===== src/rtl/updi_frame_builder.sv =====
// Reads a length-prefixed packet from CPU_MEM and streams it as a UPDI frame:
// SYNCH byte first, then the packet's frame bytes, over a valid/ready byte stream.
module updi_frame_builder #(
    parameter int unsigned DATA_WIDTH = 8,
    parameter int unsigned ADDR_WIDTH = 7,
    parameter int unsigned RAM_DEPTH  = 128,
    parameter int unsigned MAX_LEN    = 16,
    parameter logic [DATA_WIDTH-1:0] SYNCH = 'h55
) (
    input  logic                  clk0,
    input  logic                  rst,
    input  logic                  start,
    input  logic [ADDR_WIDTH-1:0] base_addr,
    output logic                  busy,
    output logic                  done,
    output logic                  err,
    output logic                  mem_csb,
    output logic                  mem_web,
    output logic [ADDR_WIDTH-1:0] mem_addr,
    input  logic [DATA_WIDTH-1:0] mem_dout,
    output logic [DATA_WIDTH-1:0] tx_data,
    output logic                  tx_valid,
    input  logic                  tx_ready
);

    localparam int unsigned CntW    = $clog2(MAX_LEN + 1);
    localparam logic [7:0]  MaxLenB = 8'(MAX_LEN);

    localparam logic [2:0] StIdle     = 3'd0;
    localparam logic [2:0] StLenWait  = 3'd1;
    localparam logic [2:0] StSync     = 3'd2;
    localparam logic [2:0] StDataWait = 3'd3;
    localparam logic [2:0] StData     = 3'd4;

    logic [2:0]            state_q, state_d;
    logic                  wait_q, wait_d;
    logic [ADDR_WIDTH-1:0] ptr_q, ptr_d;
    logic [CntW-1:0]       cnt_q, cnt_d;
    logic                  busy_q, busy_d;
    logic                  done_q, done_d;
    logic                  err_q, err_d;
    logic                  mem_csb_q, mem_csb_d;
    logic [ADDR_WIDTH-1:0] mem_addr_q, mem_addr_d;
    logic [DATA_WIDTH-1:0] tx_data_q, tx_data_d;
    logic                  tx_valid_q, tx_valid_d;
    logic [7:0]            len;

    // Address increment wraps at RAM_DEPTH, which need not be a power of two.
    function automatic logic [ADDR_WIDTH-1:0] addr_inc(input logic [ADDR_WIDTH-1:0] a);
        if (a == ADDR_WIDTH'(RAM_DEPTH - 1)) begin
            return '0;
        end
        return a + 1'b1;
    endfunction

    assign len = mem_dout[7:0];

    always_comb begin
        state_d    = state_q;
        wait_d     = wait_q;
        ptr_d      = ptr_q;
        cnt_d      = cnt_q;
        done_d     = 1'b0;
        err_d      = 1'b0;
        mem_csb_d  = 1'b1;
        mem_addr_d = mem_addr_q;
        tx_data_d  = tx_data_q;
        tx_valid_d = tx_valid_q;

        unique case (state_q)
            StIdle: begin
                if (start) begin
                    mem_csb_d  = 1'b0;
                    mem_addr_d = base_addr;
                    ptr_d      = addr_inc(base_addr);
                    wait_d     = 1'b0;
                    state_d    = StLenWait;
                end
            end
            StLenWait: begin
                if (!wait_q) begin
                    wait_d = 1'b1;
                end else if (len == 8'd0 || len > MaxLenB) begin
                    err_d   = 1'b1;
                    state_d = StIdle;
                end else begin
                    cnt_d      = CntW'(len);
                    tx_data_d  = SYNCH;
                    tx_valid_d = 1'b1;
                    state_d    = StSync;
                end
            end
            StSync: begin
                if (tx_ready) begin
                    tx_valid_d = 1'b0;
                    mem_csb_d  = 1'b0;
                    mem_addr_d = ptr_q;
                    wait_d     = 1'b0;
                    state_d    = StDataWait;
                end
            end
            StDataWait: begin
                if (!wait_q) begin
                    wait_d = 1'b1;
                end else begin
                    tx_data_d  = mem_dout;
                    tx_valid_d = 1'b1;
                    state_d    = StData;
                end
            end
            StData: begin
                if (tx_ready) begin
                    ptr_d      = addr_inc(ptr_q);
                    cnt_d      = cnt_q - 1'b1;
                    tx_valid_d = 1'b0;
                    if (cnt_q == CntW'(1)) begin
                        done_d  = 1'b1;
                        state_d = StIdle;
                    end else begin
                        mem_csb_d  = 1'b0;
                        mem_addr_d = addr_inc(ptr_q);
                        wait_d     = 1'b0;
                        state_d    = StDataWait;
                    end
                end
            end
            default: begin
                tx_valid_d = 1'b0;
                state_d    = StIdle;
            end
        endcase

        busy_d = (state_d != StIdle);
    end

    always_ff @(posedge clk0) begin
        if (rst) begin
            state_q    <= StIdle;
            wait_q     <= 1'b0;
            ptr_q      <= '0;
            cnt_q      <= '0;
            busy_q     <= 1'b0;
            done_q     <= 1'b0;
            err_q      <= 1'b0;
            mem_csb_q  <= 1'b1;
            mem_addr_q <= '0;
            tx_data_q  <= '0;
            tx_valid_q <= 1'b0;
        end else begin
            state_q    <= state_d;
            wait_q     <= wait_d;
            ptr_q      <= ptr_d;
            cnt_q      <= cnt_d;
            busy_q     <= busy_d;
            done_q     <= done_d;
            err_q      <= err_d;
            mem_csb_q  <= mem_csb_d;
            mem_addr_q <= mem_addr_d;
            tx_data_q  <= tx_data_d;
            tx_valid_q <= tx_valid_d;
        end
    end

    assign busy     = busy_q;
    assign done     = done_q;
    assign err      = err_q;
    assign mem_csb  = mem_csb_q;
    assign mem_web  = 1'b1;
    assign mem_addr = mem_addr_q;
    assign tx_data  = tx_data_q;
    assign tx_valid = tx_valid_q;

endmodule


===== config.mk =====
export PLATFORM = sky130hd
export DESIGN_NAME = updi_frame_builder
export DESIGN_NICKNAME = d
export VERILOG_FILES = /design/src/rtl/updi_frame_builder.sv
export SDC_FILE = /design/constraint.sdc
export NUM_CORES = 1
export LEC_CHECK = 0
export CORE_UTILIZATION = 30
export CTS_BUF_LIST = sky130_fd_sc_hd__clkbuf_8
export CTS_CLUSTER_SIZE = 30
export DETAILED_ROUTE_END_ITERATION = 6
export GPL_ROUTABILITY_DRIVEN = 0
export PLACE_DENSITY = 0.61
export SLEW_MARGIN = 40
export SYNTH_ARGS = -nofsm -noshare
export SYNTH_HDL_FRONTEND = slang
export SYNTH_SLANG_ARGS = --single-unit

===== constraint.sdc =====
create_clock -name clk0 -period 1.9 [get_ports clk0]
set_input_delay 0.38 -clock clk0 [delete_from_list [all_inputs] [get_ports clk0]]
set_output_delay 0.38 -clock clk0 [all_outputs]
set_load 0.1 [all_outputs]

==> run_results.csv <==
group,metric,value,unit
critical_path,crit_path_max_fanout,3,
global_route,grt_use_total,17.0,%
clock_network,clk_latency,290,ps
synth,syn_area,0.00211,sq mm
clock_network,root_buffer,"clkbuf_8",
route,wl_per_cell,13.5,microns
critical_path,crit_required,2100,ps
synth,synth-async-reset-ratio,0,%
power_and_ir_drop,total_power,1.97,mW
critical_path,worstSetupStartpointType,"primary input",
global_route,grt_pass1_vias,2015,
placed_design,place_area,0.00284,sq mm
power_and_ir_drop,ir_drop,379,uV
critical_path,path_class,"in2reg",
sta,fin_tns_setup,0,ps
route,wl,5.95,mm
layout,seq_area,722,sq um
die,start_util,31.0,%
layout,n_antenna_cell,0,
run_status,status,"complete, no violations",
placed_design,dp.cells,426,
route,antenna_left,0,
power_and_ir_drop,cellLeakagePower,1.19,nW
route,drtPass1Iterations,4,
sta,fin_crit,1830,ps
synth,synthDistinctLibCells,58,
sta,grt_setup_unrepaired,"yes",
route,drc,0,
sta,setup_viol,0,
synth,synth_cells,265,
sta,slew_violations,0,
global_route,grt_max_degree,28,
layout,multi_input_area,0.00130,sq mm
sta,hold_violations,0,
critical_path,rr_worst_depth,7,
synth,synth_edf_count,0,
clock_network,cts_sinks,36,
sta,setup_ws,67.7,ps
layout,fin_util,44.6,%
layout,fin_nets,365,
layout,syn_to_final_growth,43.7,%
placed_design,preCtsSetupSlack,-453,ps
synth,yosys_warnings,0,
die,coreArea,0.00679,sq mm
flow_run,cap_violations,0,
clock_network,numCtsBuffers,5,
critical_path,arrival,2030,ps
placed_design,port_buffers,38,
clock_network,cts_buffer_depth,2,
placed_design,hpwlAfterDp,4.33,mm
route,drt_iter0_drc,153,
sta,min_period_over_period,96.4,%
sta,clock.fmax,546,MHz
synth,yosysTopAreaCellShare,34.2,%
die,dieWidth,85.8,microns
sta,finClkSkew,7.76,ps
layout,layout-drive-gt1-share,27.7,%
route,via_per_inst,4.92,
synth,ys_ff_latch,36,
global_route,antenna_found_initial,0,
global_route,gr-total-overflow,0,
synth,synth_fp_nets,288,
die,fp-row-count,30,
clock_network,clk_pin_slew,70,ps
die,pin_count,40,
clock_network,htree_levels,2,
die,dieArea,0.00737,sq mm
min_path,hp-class,"reg2reg",
synth,synth_top_flop_cell,"dfxtp_1",
min_path,hold_depth,2,
layout,final_area,0.00303,sq mm
layout,n_fill_cell,681,
route,vias,2162,
critical_path,end_kind,"flop",
clock_network,cts_tree,"done",
synth,synth-seq-area-share,34.2,%
layout,layoutNonFillerInstCount,439,
global_route,grt_pass1_wl,9.79,mm
synth,synthTopCellsByCount,"36 x dfxtp_1, 36 x nor2_1, 20 x nand2_1, 20 x o21ai_0, 19 x a21oi_1",
sta,holdWs,450,ps
synth,synth.avg_cell_area,7.96,sq um
die,die_h,85.8,microns
power_and_ir_drop,powerDensity,651,mW/mm^2
synth,yosysTopAreaCell,"dfxtp_1",
synth,synth_area_leaders,"dfxtp_1 34%, nor2_1 6.4%, o21ai_0 4.7%",
[critical path: stages]
cell	delay [ps]
dlygate4sd2_1	250
nor4_2	330
mux2_4	360
o31ai_4	250
buf_6	140
a21oi_1	40
o32ai_1	280
[registers in the layout (all words and copies together), names as in the netlist]
name / cells
mem_csb: 1
done: 1
wait_q: 1
ptr_q: 7
busy: 1
mem_addr: 7
state_q: 3
err: 1
tx_valid: 1
cnt_q: 5
tx_data: 8
[routing by layer]
metal | GRT usage [%] | up-vias | routed length (microns)
met1 | 22.2 | 978 | 2720
met2 | 27.4 | 57 | 2780
met4 | 5.45 | 0 | 102
met3 | 4.43 | 10 | 348
li1 | - | 1117 | -
met5 | 0 | - | 0
[cell usage in the layout, fill, tap and decap left out, drive strengths merged, types with 2 or more instances in the layout]
master and n:
nor3b 4, a21oi 20, o21ai 20, clkbuf 6, clkdlybuf4s50 13, a22oi 9
a311oi 3, o21a 2, dfxtp 36, nor3 8, a31oi 2, a221oi 2
o22ai 4, nand3b 3, buf 68, and2b 2, nand3 12, mux2i 2
nand2b 5, a21o 2, nand2 20, ha 4, o21bai 2, a211oi 7
dlygate4sd2 4, xor2 5, nor2 36, a22o 3, or2 2, inv 13
o31ai 3, nor4 5
[path summary, 6_finish.rpt]
kind	start	endpoint	slack, ps
worst max-delay path	mem_dout[0]	cnt_q[0]$_SDFFE_PP0P_	70
worst min-delay path	mem_addr[1]$_SDFFE_PP0P_	mem_addr[1]$_SDFFE_PP0P_	450
worst max register to register	cnt_q[0]$_SDFFE_PP0P_	busy$_SDFF_PP0_	90
worst min register to register	mem_addr[1]$_SDFFE_PP0P_	mem_addr[1]$_SDFFE_PP0P_	450
[repair_timing]
action | in CTS | in global routing
setup endpoints to repair | 6 | 6
hold buffers | 0 | 0
cloned | 1 | 0
gates resized for setup | 8 | 9
setup buffers | 4 | 0
pin swaps | 3 | 2
[kinds of logic after synthesis]
logic type               after synthesis  synth area share, %
AND/OR/NAND/NOR                      103                 25.6
AO/OA/AOI/OAI                         86                 27.8
flip-flops                            36                 34.2
buffers and inverters                 27                 6.35
XOR/XNOR                               5                 2.08
adder cells (fa/ha/maj)                4                 2.37
multiplexers                           3                 1.48
other                                  1                0.178
[cell type report]
cell class,count,area share (%)
Tap cell,96,3.97
Multi-Input combinational cell,202,43.0
Timing Repair Buffer,86,24.8
Clock inverter,2,0.248
Sequential cell,36,23.8
Inverter,11,1.36
Clock buffer,6,2.73
[power by group]
part	switching [mW]	internal [mW]	leakage (nW)
Combinational	0.356	0.220	0.844
Clock	0.271	0.285	0.0538
Sequential	0.0398	0.801	0.295
No activity file was read; power rests on OpenSTA's default activity.
